--- src/rtl/sym_gen_if.sv ---
// Control and symbol-output bundle for sym_gen.
// The master is the game controller; sym_gen itself takes the slave side.
interface sym_gen_if;
  logic [31:0] symGenMax;
  logic        genSym;
  logic        generated;
  logic        special;
  logic [7:0]  generatedSym;

  modport master (
    output symGenMax,
    output genSym,
    input  generated,
    input  special,
    input  generatedSym
  );

  modport slave (
    input  symGenMax,
    input  genSym,
    output generated,
    output special,
    output generatedSym
  );
endinterface

--- src/rtl/sym_gen.sv ---
// Periodic pseudo-random ASCII symbol generator: a free-running 16-bit LFSR
// picks a symbol once every symGenMax cycles while genSym is high.
module sym_gen #(
  parameter logic [15:0] LFSR_SEED   = 16'hACE1,
  parameter logic [7:0]  SPECIAL_SYM = 8'h2A
) (
  input  logic     Clk100M,
  input  logic     Rst_n,
  sym_gen_if.slave bus
);

  logic [15:0] lfsr_q, lfsr_d;
  logic [31:0] cnt_q, cnt_d;
  logic        gen_q, gen_d;
  logic        special_q, special_d;
  logic [7:0]  sym_q, sym_d;
  logic [31:0] eff_max;
  logic [7:0]  table_sym;

  function automatic logic [7:0] sym_lookup(input logic [3:0] idx);
    logic [7:0] s;
    if (idx < 4'd10) begin
      s = 8'h30 + {4'h0, idx};
    end else if (idx < 4'd15) begin
      s = 8'h41 + {4'h0, idx} - 8'd10;
    end else begin
      s = 8'h2A;
    end
    return s;
  endfunction

  // A period of 0 would never terminate; treat it as every cycle.
  assign eff_max   = (bus.symGenMax == 32'd0) ? 32'd1 : bus.symGenMax;
  assign table_sym = sym_lookup(lfsr_q[3:0]);

  always_comb begin
    lfsr_d    = {lfsr_q[14:0], lfsr_q[15] ^ lfsr_q[13] ^ lfsr_q[12] ^ lfsr_q[10]};
    cnt_d     = cnt_q;
    gen_d     = 1'b0;
    special_d = special_q;
    sym_d     = sym_q;
    if (!bus.genSym) begin
      cnt_d = 32'd0;
    end else if (cnt_q >= eff_max - 32'd1) begin
      // >= so a period shrunk below the current count fires immediately.
      cnt_d     = 32'd0;
      gen_d     = 1'b1;
      sym_d     = table_sym;
      special_d = (table_sym == SPECIAL_SYM);
    end else begin
      cnt_d = cnt_q + 32'd1;
    end
  end

  always_ff @(posedge Clk100M or negedge Rst_n) begin
    if (!Rst_n) begin
      lfsr_q    <= LFSR_SEED;
      cnt_q     <= 32'd0;
      gen_q     <= 1'b0;
      special_q <= 1'b0;
      sym_q     <= 8'h00;
    end else begin
      lfsr_q    <= lfsr_d;
      cnt_q     <= cnt_d;
      gen_q     <= gen_d;
      special_q <= special_d;
      sym_q     <= sym_d;
    end
  end

  assign bus.generated    = gen_q;
  assign bus.special      = special_q;
  assign bus.generatedSym = sym_q;

endmodule

--- src/flat_wrapper.sv ---
// flat-port wrapper written by rule: the top's interface ports become plain ports
module sym_gen_flat 
#(
  parameter logic [15:0] LFSR_SEED   = 16'hACE1,
  parameter logic [7:0]  SPECIAL_SYM = 8'h2A
)
  (Clk100M, Rst_n, bus_symGenMax, bus_genSym, bus_generated, bus_special, bus_generatedSym);
  sym_gen_if bus_i ();
  input  logic Clk100M;
  input  logic Rst_n;
  input wire logic [$bits(bus_i.symGenMax)-1:0] bus_symGenMax;
  input wire logic [$bits(bus_i.genSym)-1:0] bus_genSym;
  output wire logic [$bits(bus_i.generated)-1:0] bus_generated;
  output wire logic [$bits(bus_i.special)-1:0] bus_special;
  output wire logic [$bits(bus_i.generatedSym)-1:0] bus_generatedSym;
  assign bus_i.symGenMax = bus_symGenMax;
  assign bus_i.genSym = bus_genSym;
  assign bus_generated = bus_i.generated;
  assign bus_special = bus_i.special;
  assign bus_generatedSym = bus_i.generatedSym;
  sym_gen #(.LFSR_SEED(LFSR_SEED), .SPECIAL_SYM(SPECIAL_SYM)) u_core (.Clk100M(Clk100M), .Rst_n(Rst_n), .bus(bus_i));
endmodule
--- config.mk ---
export PLATFORM = sky130hd
export DESIGN_NAME = sym_gen_flat
export DESIGN_NICKNAME = d
export VERILOG_FILES = /design/src/rtl/sym_gen_if.sv /design/src/rtl/sym_gen.sv /design/src/flat_wrapper.sv
export SDC_FILE = /design/constraint.sdc
export NUM_CORES = 1
export LEC_CHECK = 0
export ABC_AREA = 1
export CAP_MARGIN = 20
export CORE_MARGIN = 2
export CORE_UTILIZATION = 50
export CTS_BUF_LIST = sky130_fd_sc_hd__clkbuf_4
export CTS_CLUSTER_DIAMETER = 60
export DETAILED_ROUTE_END_ITERATION = 10
export PLACE_DENSITY = 0.72
export SLEW_MARGIN = 15
export SYNTH_ARGS = -nofsm -noshare
export SYNTH_HDL_FRONTEND = slang
export SYNTH_SLANG_ARGS = --single-unit
--- constraint.sdc ---
create_clock -name Clk100M -period 2.7 [get_ports Clk100M]
set_clock_uncertainty 0.05 [all_clocks]
set_input_delay 0.54 -clock Clk100M [delete_from_list [all_inputs] [get_ports Clk100M]]
set_output_delay 0.54 -clock Clk100M [all_outputs]
set_load 0.05 [all_outputs]
==> impl_results.md <==
* Status: complete, but fails checks
* Failing checks: negative setup slack
* Starting Density at 51.8%
* Switch share at 27.6%
* Synth Instances at 574
* DR vias at 4438
* Port Buffer Count at 43
* Layout net count at 791
* Met2 Wirelength at 6310 µm
* Async S/R FF share, synth at between 90% and 100%
* Critical path peak fanout at 6
* # setup viols final at 41
* Power Density at 295 mW/mm²
* Worst EP required at 2930 ps
* Max Cap Viol at 0
* Post-Route Utilization at 75.9%
* Top Ports at 45
* Post-synthesis cell area at 0.00428 mm²
* Net switching power at slightly above 500 µW
* CP Launch Type: input pin
* Dpl ws at -1280 ps
* Static leakage at roughly 2.9 nW
* Clock Pin Slew Worst Setup and Hold Paths at 80 ps
* Slew at the pin closest to its max-slew limit at 755 ps
* Primary FF master, synth: dfrtp_1
* Synth top area cells: dfrtp_1 (29%), ha_1 (11%), nand2_1 (9.6%), nor2_1 (9.4%), xor2_1 (6.3%)
* Routed WL at about 13000 µm
* CP endpoint kind: flop
* Clk pwr share at 31.3%
* Worst r2r path cells at 10
* Post-synth EDFFs at 0
* Num CTS Buffers at 9
* Pint at 1.34 mW
* ANT nets after route at 0
* Total global-route track usage at between 20% and 30%
* Tmin final at 3210 ps
* Hpwl dp at 8940 µm
* Root buf cell: clkbuf_4
* Die ar. at ~0.0093 mm²
* Count of cell types in the netlist at 34
* Grt total ovfl at 0
* DIE WIDTH at 96.5 µm
* First-pass GRT wire length at 19200 µm
* Type of the tightest min-delay check: flop to flop
* Initial antenna violation count at 0
* Sequential Power Share at a little under half
* Max Fclk at 0.312 GHz
* Gate power share at a little over a fifth
* Synth-to-Final Area Change at 46.4%
* Final worst path period share at 119%
* Yosys reg bits at 57
* Starting DRT DRC Count at 193
* Fin worst setup slack at -506 ps
* Final Hold Vio Count at 0
* DR WL/cell at about 16 µm
* Drt drc at 0
* Pins Over Slew Limit at 0
* Synthesized Nets at 645
* Cells on Worst Hold Path at 0
* Fraction of layout cells with a size suffix above 1 at 36.6%
* Met3 WL at roughly 690 µm
* Clock Path Buffers at 2
* Register area share after synthesis at 33.6%
* Max VDD drop at 0.439 mV
* CTS tree: done
* Die Height at between 90 and 100 µm
* CTS Sinks at 57
* Largest net degree at the start of global routing at 29
* Relative slew slack at 49.5%
* CP Class: input pin to flop
* Wire length on met1 at 5290 µm
* Top sig layer: met4
* # diodes at 0
* GPL Wtd Cong at 0.931
* Clk_lat worst skew at approximately 400 ps
* Post-synth top area share at between 20 and 30%
* Core Footprint at 0.00826 mm²
* Syn. warnings at 0
* Vias in the first global route at between 4000 and 5000
* Unrepaired setup endpoints after global routing: true
* Critical Path AT at approximately 3400 ps
* Top cell type by total area after synthesis: dfrtp_1
* Max H-tree Level at 3
* Drt via density at about 5.4
* Syn avg cell area at 7.46 µm²
* DRT Pass-1 Iters at 5
* Row cnt at 33
cell usage in the layout, fill, tap and decap left out, types with 3 or more instances in the layout:
cell type	n
nand2_1	93
buf_4	90
nor2_1	63
inv_1	62
dfrtp_1	49
ha_1	35
xor2_1	29
nor2_4	29
nor2_2	27
buf_6	23
nand3_1	22
nand4_1	19
nand2_2	19
xnor2_1	19
a21oi_1	18
nor3_1	14
buf_8	11
clkbuf_4	10
clkdlybuf4s50_1	10
dfstp_2	8
nand3_2	7
o21ai_1	6
nand2_4	5
nor3_2	4
o21ai_0	4
nand3b_1	4
inv_2	4
nor4_2	3
or2_2	3
nor3_4	3
clkinv_1	3
nand3_4	3
cells in the mapped netlist, types with 8 or more instances:
cell     instances
a21oi_1         19
dfrtp_1         49
dfstp_2          8
ha_1            36
inv_1           68
nand2_1        109
nand3_1         29
nand4_1         19
nor2_1         107
nor2_2          11
nor3_1          17
o21ai_0          9
xnor2_1         20
xor2_1          31
per-stage QoR:
stage | instances | hold WS (ps) | setup TNS, ps | instance area [µm²] | power [mW]
2_1_floorplan | 574 | 194 | -18240 | 4360 | 1.02
3_3_place_gp | 795 | 290 | -45310 | 5480 | 1.20
3_5_place_dp | 795 | 288 | -49690 | 5480 | 1.21
4_1_cts | 824 | 313 | -13210 | 5870 | 1.81
5_1_grt | 829 | 316 | -23430 | 6270 | 1.93
6_report | 829 | 306 | -18370 | 6270 | 1.85
logic make-up after synthesis:
kind of cell / count (synthesis) / synth area share (%)
buf+inv: 75 / 6.93
flops: 57 / 33.6
compound gates: 33 / 4.09
xor+xnor: 51 / 10.4
fa+ha+maj: 36 / 10.5
simple gates: 321 / 34.4
other cells: 1 / 0.0876
registers in the layout (all words and copies together), names as in the netlist:
register,flops
u_core.cnt_q,32
u_core.lfsr_q,16
u_core.bus.special,1
u_core.bus.generated,1
u_core.bus.generatedSym,7
power by group through the flow:
stage               Sequential [mW]  Combinational [mW]  Clock [mW]
CTS                           0.868               0.349       0.591
floorplan                     0.897               0.119           0
global placement              0.884               0.317           0
detailed placement            0.885               0.323           0
global route                  0.870               0.432       0.629
finish                        0.869               0.401       0.579
metal layers:
layer	vias up	global-route usage, %
li1	2143	-
met1	2068	33.7
met2	179	46.0
met3	48	3.49
met4	0	13.8
met5	-	0
worst max-delay path, cell delays in order:
cell       delay (ps)
buf_6              90
nor2_4             40
nand2_2            90
nor2_4             50
nand2_2            90
nor2_4             40
nor2_4            120
ha_4              170
nand3_4           100
inv_2              80
nand4_1           140
nor2_2            230
nand3_1           120
xor2_1            160
ha_1              280
nand2_2            60
nor2_2            100
nand4_1           190
nor4_4            240
nand2_4           110
nand3_4           150
clkbuf_16         220
nor2_4             30
final timing paths:
check / startpoint / end / slack, ps
min reg2reg: u_core.lfsr_q[6] / u_core.lfsr_q[7] / 310
min in group asynchronous: Rst_n / u_core.lfsr_q[14] / 490
min: u_core.lfsr_q[6] / u_core.lfsr_q[7] / 310
max in group asynchronous: Rst_n / u_core.lfsr_q[5] / 1420
max: bus_symGenMax[25] / u_core.cnt_q[24] / -510
max reg2reg: u_core.cnt_q[7] / u_core.cnt_q[24] / 590
cell type report:
cell class / instances / area [µm²]
multi-input cells: 443 / 3010
fillers: 585 / 1990
flip-flops and latches: 57 / 1440
repair buffers: 140 / 1310
inverters: 69 / 264
well taps: 105 / 131
clock buffers: 10 / 75.1
clock inverters: 5 / 47.5
timing repair:
| action | 4_1_cts | 5_1_grt |
|---|---|---|
| pin swaps | 29 | 33 |
| endpoints found under the setup margin | 41 | 41 |
| hold buffers | 1 | 0 |
| cloned | 1 | 3 |
| resized for setup | 196 | 87 |
| endpoints found under the hold margin | 7 | 0 |
| buffers inserted | 13 | 3 |
No activity file was read; power rests on OpenSTA's default activity.
